### src/rtl/spi_pkg.sv
// Shared state encoding and mode-0 idle levels for the SPI master.
package spi_pkg;

    typedef enum logic [2:0] {
        IDLE,
        SETUP,
        HIGH,
        LOW,
        GAP
    } spi_state_e;

    localparam logic SCK_IDLE = 1'b0;
    localparam logic SS_IDLE  = 1'b1;

endpackage

### src/rtl/spi_master_if.sv
// Control-side handshake plus SPI pin bundle for spi_master.
interface spi_master_if #(
    parameter int SEND_DATA_LEN = 8,
    parameter int RECV_DATA_LEN = 12
);
    logic                     start;
    logic [SEND_DATA_LEN-1:0] send_data;
    logic                     busy;
    logic [RECV_DATA_LEN-1:0] recv_data;
    logic                     recv_data_rdy;
    logic                     sck;
    logic                     ss;
    logic                     mosi;
    logic                     miso;

    modport master (
        input  start, send_data, miso,
        output busy, recv_data, recv_data_rdy, sck, ss, mosi
    );

    modport slave (
        output start, send_data, miso,
        input  busy, recv_data, recv_data_rdy, sck, ss, mosi
    );
endinterface

### src/rtl/spi_sck_gen.sv
// Half-period counter: strobes phase_end on the last clk cycle of every
// CLK_DIV-long phase while a frame is running.
module spi_sck_gen #(
    parameter int CLK_DIV = 4
) (
    input  logic clk,
    input  logic rst_n,
    input  logic run,
    output logic phase_end
);
    // Keep at least one counter bit so CLK_DIV=1 still elaborates.
    localparam int CW = (CLK_DIV > 1) ? $clog2(CLK_DIV) : 1;

    logic [CW-1:0] cnt_q, cnt_d;

    assign phase_end = run && (cnt_q == CW'(CLK_DIV - 1));

    always_comb begin
        cnt_d = '0;
        if (run && !phase_end) cnt_d = cnt_q + 1'b1;
    end

    always_ff @(posedge clk or negedge rst_n) begin
        if (!rst_n) cnt_q <= '0;
        else        cnt_q <= cnt_d;
    end
endmodule

### src/rtl/spi_master.sv
// SPI mode-0 master: one start pulse runs one full-duplex frame of
// max(SEND_DATA_LEN, RECV_DATA_LEN) sck pulses followed by a one-phase gap.
module spi_master
    import spi_pkg::*;
#(
    parameter int SEND_DATA_LEN = 8,
    parameter int RECV_DATA_LEN = 12,
    parameter int CLK_DIV       = 4
) (
    input logic          clk,
    input logic          rst,
    spi_master_if.master bus
);
    localparam int N  = (SEND_DATA_LEN > RECV_DATA_LEN) ? SEND_DATA_LEN : RECV_DATA_LEN;
    localparam int BW = $clog2(N + 1);

    spi_state_e               state_q, state_d;
    logic                     busy_q, busy_d;
    logic                     sck_q, sck_d;
    logic                     ss_q, ss_d;
    logic                     mosi_q, mosi_d;
    logic                     rdy_q, rdy_d;
    logic [N-1:0]             tx_q, tx_d, tx_shift;
    logic [RECV_DATA_LEN-1:0] rx_q, rx_d;
    logic [RECV_DATA_LEN-1:0] recv_q, recv_d;
    logic [BW-1:0]            bit_q, bit_d;
    logic                     phase_end;

    spi_sck_gen #(.CLK_DIV(CLK_DIV)) u_sck_gen (
        .clk       (clk),
        .rst_n     (rst),
        .run       (state_q != IDLE),
        .phase_end (phase_end)
    );

    always_comb begin
        state_d  = state_q;
        busy_d   = busy_q;
        sck_d    = sck_q;
        ss_d     = ss_q;
        mosi_d   = mosi_q;
        rdy_d    = 1'b0;
        tx_d     = tx_q;
        rx_d     = rx_q;
        recv_d   = recv_q;
        bit_d    = bit_q;
        tx_shift = tx_q << 1;
        case (state_q)
            IDLE: if (bus.start) begin
                // Left-justify so the zero padding trails the payload.
                tx_d    = N'(bus.send_data) << (N - SEND_DATA_LEN);
                mosi_d  = tx_d[N-1];
                ss_d    = ~SS_IDLE;
                sck_d   = SCK_IDLE;
                busy_d  = 1'b1;
                bit_d   = '0;
                rx_d    = '0;
                state_d = SETUP;
            end
            SETUP: if (phase_end) begin
                sck_d   = ~SCK_IDLE;
                state_d = HIGH;
            end
            HIGH: if (phase_end) begin
                sck_d   = SCK_IDLE;
                tx_d    = tx_shift;
                mosi_d  = tx_shift[N-1];
                bit_d   = bit_q + 1'b1;
                if (bit_q < BW'(RECV_DATA_LEN))
                    rx_d = (rx_q << 1) | RECV_DATA_LEN'(bus.miso);
                state_d = LOW;
            end
            LOW: if (phase_end) begin
                if (bit_q == BW'(N)) begin
                    ss_d    = SS_IDLE;
                    mosi_d  = 1'b0;
                    recv_d  = rx_q;
                    rdy_d   = 1'b1;
                    state_d = GAP;
                end else begin
                    sck_d   = ~SCK_IDLE;
                    state_d = HIGH;
                end
            end
            GAP: if (phase_end) begin
                busy_d  = 1'b0;
                state_d = IDLE;
            end
            default: state_d = IDLE;
        endcase
    end

    always_ff @(posedge clk or negedge rst) begin
        if (!rst) begin
            state_q <= IDLE;
            busy_q  <= 1'b0;
            sck_q   <= SCK_IDLE;
            ss_q    <= SS_IDLE;
            mosi_q  <= 1'b0;
            rdy_q   <= 1'b0;
            tx_q    <= '0;
            rx_q    <= '0;
            recv_q  <= '0;
            bit_q   <= '0;
        end else begin
            state_q <= state_d;
            busy_q  <= busy_d;
            sck_q   <= sck_d;
            ss_q    <= ss_d;
            mosi_q  <= mosi_d;
            rdy_q   <= rdy_d;
            tx_q    <= tx_d;
            rx_q    <= rx_d;
            recv_q  <= recv_d;
            bit_q   <= bit_d;
        end
    end

    assign bus.busy          = busy_q;
    assign bus.sck           = sck_q;
    assign bus.ss            = ss_q;
    assign bus.mosi          = mosi_q;
    assign bus.recv_data     = recv_q;
    assign bus.recv_data_rdy = rdy_q;
endmodule
### src/flat_wrapper.sv
// flat-port wrapper written by rule: the top's interface ports become plain ports
module spi_master_flat import spi_pkg::*;
#(
    parameter int SEND_DATA_LEN = 8,
    parameter int RECV_DATA_LEN = 12,
    parameter int CLK_DIV       = 4
)
  (clk, rst, bus_start, bus_send_data, bus_miso, bus_busy, bus_recv_data, bus_recv_data_rdy, bus_sck, bus_ss, bus_mosi);
  spi_master_if #(.SEND_DATA_LEN(SEND_DATA_LEN), .RECV_DATA_LEN(RECV_DATA_LEN)) bus_i ();
  input logic clk;
  input logic rst;
  input wire logic [$bits(bus_i.start)-1:0] bus_start;
  input wire logic [$bits(bus_i.send_data)-1:0] bus_send_data;
  input wire logic [$bits(bus_i.miso)-1:0] bus_miso;
  output wire logic [$bits(bus_i.busy)-1:0] bus_busy;
  output wire logic [$bits(bus_i.recv_data)-1:0] bus_recv_data;
  output wire logic [$bits(bus_i.recv_data_rdy)-1:0] bus_recv_data_rdy;
  output wire logic [$bits(bus_i.sck)-1:0] bus_sck;
  output wire logic [$bits(bus_i.ss)-1:0] bus_ss;
  output wire logic [$bits(bus_i.mosi)-1:0] bus_mosi;
  assign bus_i.start = bus_start;
  assign bus_i.send_data = bus_send_data;
  assign bus_i.miso = bus_miso;
  assign bus_busy = bus_i.busy;
  assign bus_recv_data = bus_i.recv_data;
  assign bus_recv_data_rdy = bus_i.recv_data_rdy;
  assign bus_sck = bus_i.sck;
  assign bus_ss = bus_i.ss;
  assign bus_mosi = bus_i.mosi;
  spi_master #(.SEND_DATA_LEN(SEND_DATA_LEN), .RECV_DATA_LEN(RECV_DATA_LEN), .CLK_DIV(CLK_DIV)) u_core (.clk(clk), .rst(rst), .bus(bus_i));
endmodule
### config.mk
export PLATFORM = sky130hd
export DESIGN_NAME = spi_master_flat
export DESIGN_NICKNAME = d
export VERILOG_FILES = /design/src/rtl/spi_pkg.sv /design/src/rtl/spi_master_if.sv /design/src/rtl/spi_sck_gen.sv /design/src/rtl/spi_master.sv /design/src/flat_wrapper.sv
export SDC_FILE = /design/constraint.sdc
export NUM_CORES = 1
export LEC_CHECK = 0
export CELL_PAD_IN_SITES_DETAIL_PLACEMENT = 1
export CELL_PAD_IN_SITES_GLOBAL_PLACEMENT = 1
export CORE_UTILIZATION = 43
export DETAILED_ROUTE_END_ITERATION = 10
export GPL_TIMING_DRIVEN = 0
export PLACE_DENSITY = 0.78
export SLEW_MARGIN = 10
export SYNTH_ARGS = -nofsm -noshare
export SYNTH_HDL_FRONTEND = slang
export SYNTH_SLANG_ARGS = --single-unit
### constraint.sdc
create_clock -name clk -period 1.99 [get_ports clk]
set_input_delay 0.597 -clock clk [delete_from_list [all_inputs] [get_ports clk]]
set_output_delay 0.597 -clock clk [all_outputs]
set_load 0.05 [all_outputs]
==> impl_metrics.yaml, run 1 <==
detailed_routing:
  wire_per_inst_um: 17.0
  vias: 1472
  first_pass_iters: 7
  via_per_inst: 5.45
  ant_nets: 0
  drcViolationCount: 3
  drt-initial-drc-count: 63
  routed_wl_mm: 4.58
synthesis:
  ys_ff_latch: 45
  ys_types: 34
  syn_area_sq_mm: 0.00207
  synth_area_per_cell_sq_um: 11.5
  ys_seq_area_share_pct: 54.6
  syn_nets: 194
  synth_warnings: 0
  syn_inst: 179
floorplanning:
  pin_count: 29
  rows: 24
  initial_core_util_pct: 46.2
  dieHeight_um: 71.3
  dieArea_sq_mm: 0.00509
  fp.coreArea_sq_mm: 0.00447
  die_w_um: 71.3
clock_tree:
  htree_num_levels: 2
  clkTransAtPathRegs_ns: 0.08
  cts-root-buf: "clkbuf_8"
  clk_path_buf_depth: 2
  cts_tree: "done"
  cts_made_buffers: 5
  insertion_delay_ns: 0.29
  cts_sinks: 45
pwr:
  power_mw: 2.74
  power_density_mw_per_mm2: 1080
  p_leak_nw: 1.30
  max-vdd-ir-drop_uv: 581
critical_path:
  critPathMaxFanout: 2
  cp_top_family: "flip-flops"
  ff2ff_setup_slack_ns: 0.20
  rr_endpoint: "u_core.bus.recv_data[9]"
  critPathBufInv: 1
  crit_chain: "dlygate4sd2_1"
  required_ns: 1.39
  worstSetupStartpointType: "flop"
  slowest_stage: "dfstp_2"
  worstReg2RegStart: "u_core.bit_q[0]"
  crit_cells: 1
  slowest_delay_ns: 0.54
  cp-end-kind: "primary output"
  worstSetupPathType: "reg -> out"
  reg2reg_depth: 6
  startpoint: "u_core.bus.ss"
  critPathArrivalTime_ns: 1.35
  crit_end: "bus_ss"
sta:
  hold_ws_ns: 0.284
  clock-skew-final_ns: 0.00815
  worst_slack_ns: 0.0472
  max_slew.worst_pin.slew_ns: 0.538
  tns_ns: 0
  drv_slew: 0
  setup_viol: 0
  timing.fmax_mhz: 515
  finalCriticalPeriod_ns: 1.94
  final-hold-violation-count: 0
  period_share_pct: 97.6
  relSlewSlack_pct: 64.1
  rsz0062_at_grt: "no"
placed_design:
  placedCellCount: 260
  hpwl_mm: 3.31
  dpl_cell_area_sq_mm: 0.00243
  finalWeightedCongestion: 0.805
  port_buffers: 28
  place_worst_setup_slack_ns: -0.227
status:
  violations: "DRC"
  outcome: "complete, but fails checks"
finish:
  diodes: 0
  post-route-util_pct: 56.7
  drive_above_1_share_pct: 18.8
  final_cell_mix: "dfrtp_1 (44), nand2_1 (31), mux2i_1 (22)"
  stdcell_count: 270
  syn2layout_area_growth_pct: 22.7
  fill_cells: 477
  layout.nets: 232
  layout_commonest_cell: "dfrtp_1"
  design_area_sq_mm: 0.00253
global_routing:
  grt_pass1_vias: 1659
  antenna_found_initial: 0
  busiest_layer: "met2"
  use_met3_pct: 3.38
  grt-ovfl-total: 0
  gr-usage-met1_pct: 27.0
  grt_max_degree: 25
  grt_usage_pct: 20.5
  grt_pass1_wl_mm: 8.09
  use_met2_pct: 35.6
worst_hold_path:
  hold_path.class: "in -> async"
flow_run:
  drv_cap: 0
[where the power goes]
| part | internal [mW] | leakage (nW) | switching (mW) |
|---|---|---|---|
| logic | 0.363 | 0.663 | 0.559 |
| registers | 1.09 | 0.583 | 0.120 |
| clock network | 0.314 | 0.0542 | 0.295 |
[worst min path at each step]
stage                                         start                        end  slack [ns]  cells after the start
after floorplan                                 rst            u_core.bit_q[0]        0.30                      0
after global placement    u_core.u_sck_gen.cnt_q[0]  u_core.u_sck_gen.cnt_q[0]        0.43                      1
after detailed placement  u_core.u_sck_gen.cnt_q[0]  u_core.u_sck_gen.cnt_q[0]        0.46                      1
after CTS                                       rst             u_core.tx_q[4]        0.29                      1
after global routing                            rst             u_core.tx_q[4]        0.31                      1
final                                           rst  u_core.u_sck_gen.cnt_q[1]        0.28                      1
[sequential cells by signal, summed over array words and instances, names as in the netlist]
name	count
u_core.rx_q	12
u_core.bus.recv_data	12
u_core.bus.mosi	1
u_core.bus.recv_data_rdy	1
u_core.tx_q	7
u_core.bus.sck	1
u_core.state_q	3
u_core.bit_q	4
u_core.u_sck_gen.cnt_q	2
u_core.bus.busy	1
u_core.bus.ss	1
[cells in the mapped netlist (all sizes together)]
cell type	n	area share (%)
a32o	1	0.48
o21ai	3	0.73
or3b	1	0.42
mux2i	22	11
a31o	1	0.42
a221oi	1	0.42
nor3b	2	0.73
nand2	31	5.6
mux2	13	7.1
a21oi	14	3.4
nand3	4	0.97
a211oi	1	0.36
clkbuf	1	0.18
or4b	1	0.67
a22o	1	0.42
dfrtp	44	53
nor4bb	1	0.48
o21a	1	0.36
nor2	5	0.91
or2b	2	0.73
ha	3	1.8
dfstp	1	1.3
inv	5	0.91
and2	1	0.30
nand4	2	0.61
nor3	3	1.3
buf	11	4.4
nand2b	1	0.30
o2bb2ai	1	0.42
and3	1	0.30
[cell type report]
cell class | count | area (sq um) | area share [%]
timing repair buffer | 31 | 297 | 11.7
sequential | 45 | 1130 | 44.5
inverter | 5 | 18.8 | 0.740
buffer | 12 | 95.1 | 3.75
clock buffer | 7 | 96.3 | 3.80
tap | 52 | 65.1 | 2.57
multi-input combinational | 117 | 831 | 32.8
clock inverter | 1 | 5.00 | 0.197
[timing repair]
action,4_1_cts,5_1_grt
setup endpoints to repair,17,8
setup buffers,0,2
pin swaps,0,1
resized for setup,17,1
hold buffers,0,0
[metal layers]
metal  wire [um]  vias to the layer above
met4          36                        0
met3         104                        5
li1            -                      690
met5           0                        -
met1        2060                      759
met2        2380                       18
[cell families after synthesis]
family / after synthesis / share of synthesized area [%]
and+or+nand+nor: 55 / 13.3
DFF: 45 / 54.6
muxes: 35 / 17.7
AOI/OAI and AO/OA: 24 / 7.03
buffers and inverters: 17 / 5.51
adders and majority gates: 3 / 1.82
Note: power is estimated with default switching activity, not from simulation.
==> inputs of run 2 (changes only) <==
- CORE_UTILIZATION: 43 -> 25
- GPL_ROUTABILITY_DRIVEN: unset -> 0
- GPL_TIMING_DRIVEN: 0 -> 1
- PLACE_DENSITY: 0.78 -> 0.5
==> impl_metrics.yaml, run 2 (synthesis results as in run 1) <==
sta:
  rsz0062_at_grt: "no"
  period_share_pct: 91.0
  relSlewSlack_pct: 76.1
  final-hold-violation-count: 0
  setup_viol: 0
  clock-skew-final_ns: 0.00641
  drv_slew: 0
  max_slew.worst_pin.slew_ns: 0.355
  finalCriticalPeriod_ns: 1.81
  tns_ns: 0
  timing.fmax_mhz: 552
  hold_ws_ns: 0.271
pwr:
  p_leak_nw: 1.25
  max-vdd-ir-drop_uv: 323
  power_density_mw_per_mm2: 1100
critical_path:
  worstSetupStartpointType: "input port"
  crit_chain: "clkdlybuf4s50_1 -> or4b_4 -> or2b_1 -> mux2i_1"
  worstSetupPathType: "in -> reg"
  slowest_delay_ns: 0.60
  rr_endpoint: "u_core.bus.recv_data[8]"
  required_ns: 2.17
  cp-end-kind: "flop"
  worstReg2RegStart: "u_core.bit_q[0]"
  cp_top_family: "simple AND/OR/NAND/NOR gates"
  critPathArrivalTime_ns: 1.99
  critPathMaxFanout: 17
  crit_end: "u_core.bit_q[2]"
  ff2ff_setup_slack_ns: 0.26
  slowest_stage: "or4b_4"
  critPathBufInv: 1
  startpoint: "bus_start"
  reg2reg_depth: 6
  crit_cells: 4
finish:
  syn2layout_area_growth_pct: 24.7
  layout_commonest_cell: "dfrtp_1"
  final_cell_mix: "dfrtp_1 (44), nand2_1 (31), buf_4 (26)"
  diodes: 0
  drive_above_1_share_pct: 25.6
  layout.nets: 229
  stdcell_count: 317
clock_tree:
  ctsHoldBuffers: 0
  clk_path_buf_depth: 2
  cts_tree: "done"
  cts_resized: 0
  htree_num_levels: 2
  insertion_delay_ns: 0.29
  cts_made_buffers: 5
  cts_sinks: 45
  cts-root-buf: "clkbuf_8"
  clkTransAtPathRegs_ns: 0.09
  cts_setup_buffers: 0
detailed_routing:
  first_pass_iters: 4
  drt-initial-drc-count: 42
  drcViolationCount: 0
  vias: 1402
  wire_per_inst_um: 13.7
  routed_wl_mm: 4.36
  ant_nets: 0
  via_per_inst: 4.42
placed_design:
  port_buffers: 28
  placedCellCount: 309
  hpwl_mm: 2.97
floorplanning:
  dieArea_sq_mm: 0.00863
  initial_core_util_pct: 26.3
  die_w_um: 92.9
  pin_count: 29
  dieHeight_um: 92.9
  fp.coreArea_sq_mm: 0.00785
  rows: 32
worst_hold_path:
  hold_path.class: "in -> async"
flow_run:
  drv_cap: 0
global_routing:
  grt_max_degree: 46
  grt_pass1_vias: 1558
  antenna_found_initial: 0
  grt_pass1_wl_mm: 7.86
  grt-ovfl-total: 0
  grt_usage_pct: 11.8
status:
  outcome: "finished, final reports clean"
## run 2: where the power goes
part           switching, mW  internal, mW  leakage [nW]
Sequential             0.147          1.09         0.583
Combinational          0.506         0.397         0.616
Clock                  0.314         0.377        0.0554
Total                  0.967          1.87          1.25
## run 2: metrics by stage
stage	area, sq um	setup WS, ns	total power [mW]	util (%)
floorplan	2070	0.315	1.87	-
global placement	2460	-0.120	2.17	31.4
detailed placement	2460	-0.139	2.19	31.4
CTS	2570	0.177	2.91	32.8
global route	2570	0.114	3.06	32.8
finish	2570	0.180	2.83	32.8
## run 2: per-layer routing
layer	vias up	global-route usage, %	share of wire, %
met5	-	0	0
met4	0	4.62	1.7
met3	4	2.22	2.1
met2	16	19.2	46
met1	693	15.3	50
li1	689	-	-
## run 2: worst min-delay path by stage
stage,startpoint,to,slack [ns],depth (start not counted)
finish,rst,u_core.u_sck_gen.cnt_q[1],0.27,2
floorplan,rst,u_core.bit_q[0],0.30,0
detailed placement,u_core.u_sck_gen.cnt_q[0],u_core.u_sck_gen.cnt_q[0],0.44,1
global route,rst,u_core.tx_q[5],0.29,2
global placement,u_core.u_sck_gen.cnt_q[0],u_core.u_sck_gen.cnt_q[0],0.43,1
CTS,rst,u_core.bus.recv_data[8],0.27,2
## run 2: layout make-up
type	instances	area (sq um)
clock buffers	6	72.6
clock inverters	2	38.8
fillers	899	5270
inverters	5	18.8
multi-input cells	117	830
flip-flops and latches	45	1130
well taps	102	128
repair buffers	40	360
## run 2: worst register-to-register path: stages, from the launching register on
cell and delay (ns):
dfrtp_1 0.40, inv_1 0.10, ha_1 0.19, nand3_1 0.13
nor3_4 0.22, buf_4 0.24, mux2_2 0.36
==> RTL change (flow settings as in run 1) <==
Encoding of `spi_state_e`: now one-hot (5 bits for 5 states).
--- a/src/rtl/spi_pkg.sv
+++ b/src/rtl/spi_pkg.sv
@@ -1,12 +1,12 @@
 // Shared state encoding and mode-0 idle levels for the SPI master.
 package spi_pkg;
 
-    typedef enum logic [2:0] {
-        IDLE,
-        SETUP,
-        HIGH,
-        LOW,
-        GAP
+    typedef enum logic [4:0] {
+        IDLE  = 5'b00001,
+        SETUP = 5'b00010,
+        HIGH  = 5'b00100,
+        LOW   = 5'b01000,
+        GAP   = 5'b10000
     } spi_state_e;
 
     localparam logic SCK_IDLE = 1'b0;
Formal check against the unedited RTL: same outputs for any inputs over 10 cycles, from zero or initial values and one cycle with rst low; not proved beyond that.
==> RTL change against run 1 <==
Cell area increased by 6.0%; clock skew shrank 0.0024 ns; critical endpoint unchanged; power increased by 7.2%; worst setup slack lost 0.013 ns; routed wire length grew 8.8%; count of clock-buffer cells in the layout down 2; core utilization fell by 0.16 points; synthesized cell count rose by 6.1%; cell count is 11% higher; critical path depth unchanged; sequential cell count is 2 higher; area after synthesis up 3.5%; combinational power grew 16%.
==> RTL change: results (changes against run 1) <==
- Mux cell area share after synthesis: 6.85% (was 17.7%)
- ANT cells: 0 (unchanged)
- Register area share after synthesis: 55.2% (was 54.6%)
- Placed inst area: 0.00252 mm^2 (was 0.00243 mm^2)
- Synthesis-to-layout area growth: 25.7% (was 22.7%)
- Multi-In Gates: 126 (was 117)
- Leakage: 1.34 nW (was 1.30 nW)
- Share of cells above drive strength 1: 22.7% (was 18.8%)
- Async SR Flop Fraction: 100% (unchanged)
- Register area: 0.00118 mm^2 (was 0.00113 mm^2)
- GP Congestion: 0.909 (was 0.805)
- Global-route usage over all layers: 21.4% (was 20.5%)
- Net Count, Synth: 205 (was 194)
- DRT Pass-1 Iters: 4 (was 7)
- Final Skew: 0.00572 ns (was 0.00815 ns)
- Reg-to-reg endpoint: u_core.bus.recv_data[5]$_DFFE_PN0P_ (was u_core.bus.recv_data[9]$_DFFE_PN0P_)
- First-pass GRT wire length: 8470 um (was 8090 um)
- VDD IR-drop max: 432 uV (was 581 uV)
- Detailed Place HPWL: 3410 um (was 3310 um)
- Final Power: 2.94 mW (was 2.74 mW)
- Largest net degree at the start of global routing: 35 (was 25)
- Routed len/inst: 16.6 um (was 17.0 um)
- Post-synth cell types: 39 (was 34)
- Vias in the first global route: 1751 (was 1659)
- Synth Area in XOR/XNOR: 0.820% (was 0%)
- Clock network area share: 3.96% (was 4.00%)
- Nets: 248 (was 232)
- Repair and plain buffers: 48 (was 43)
- DR iter-0 viols: 96 (was 63)
- Synth top area cells: dfrtp_1 53%, mux2_2 6.3%, a22o_1 4.9% (was dfrtp_1 53%, mux2i_1 11%, mux2_2 7.1%)
- Commonest cells in the netlist: 45 x dfrtp_1, 26 x nand2_1 (was 44 x dfrtp_1, 31 x nand2_1, 22 x mux2i_1, 14 x a21oi_1, 13 x mux2_2)
- Avg Cell Area, Syn: 11.2 um^2 (was 11.5 um^2)
- Compound-cell area share of the yosys netlist: 13.1% (was 7.03%)
- Combinational power: 1.07 mW (was 0.922 mW)
- CLK BUF: 5 (was 7)
- Clock group power: 0.686 mW (was 0.609 mW)
- Finished Layout Cells: 300 (was 270)
- Area of the multi-input gates: 860 um^2 (was 831 um^2)
- Synth Area in Adders: 1.76% (was 1.82%)
- Slew margin rel.: 66.8% (was 64.1%)
- Reg2reg start: u_core.state_q[3]$_DFFE_PN0P_ (was u_core.bit_q[0]$_DFFE_PN0P_)
- Hold_ws: 0.193 ns (was 0.284 ns)
- Fillers: 535 (was 477)
- R2R Setup Slk: 0.12 ns (was 0.20 ns)
- Status: finished clean (was finished with violations)
- Buffering overhead: 16.3% (was 15.4%)
## RTL change: worst max-delay path by stage
stage / end / slack (ns) / cells after the start
4_1_cts: u_core.rx_q[9]$_DFFE_PN0P_ / 0.003 / 7
5_1_grt: bus_ss / 0.008 / 1
2_1_floorplan: u_core.bus.recv_data[10]$_DFFE_PN0P_ / 0.22 / 6
3_5_place_dp: u_core.bit_q[3]$_DFFE_PN0P_ / -0.36 / 5
6_report: bus_ss / 0.03 / 1
3_3_place_gp: u_core.bus.recv_data[11]$_DFFE_PN0P_ / -0.88 / 1
## RTL change: timing repair
action,4_1_cts,5_1_grt
endpoints found under the hold margin,0,0
setup endpoints to repair,35,15
gates cloned,0,0
setup buffers,2,5
gates resized for setup,19,12
pin swaps,2,6
hold buffers,0,0
## RTL change: per-layer routing
metal	part of all wire [%]	wire length (um)	vias to the layer above	track usage (%)
met3	2.4	122	9	3.33
met1	45	2240	822	27.9
met5	0	0	-	0
li1	-	-	754	-
met4	1.8	91	0	8.06
met2	51	2530	24	35.9
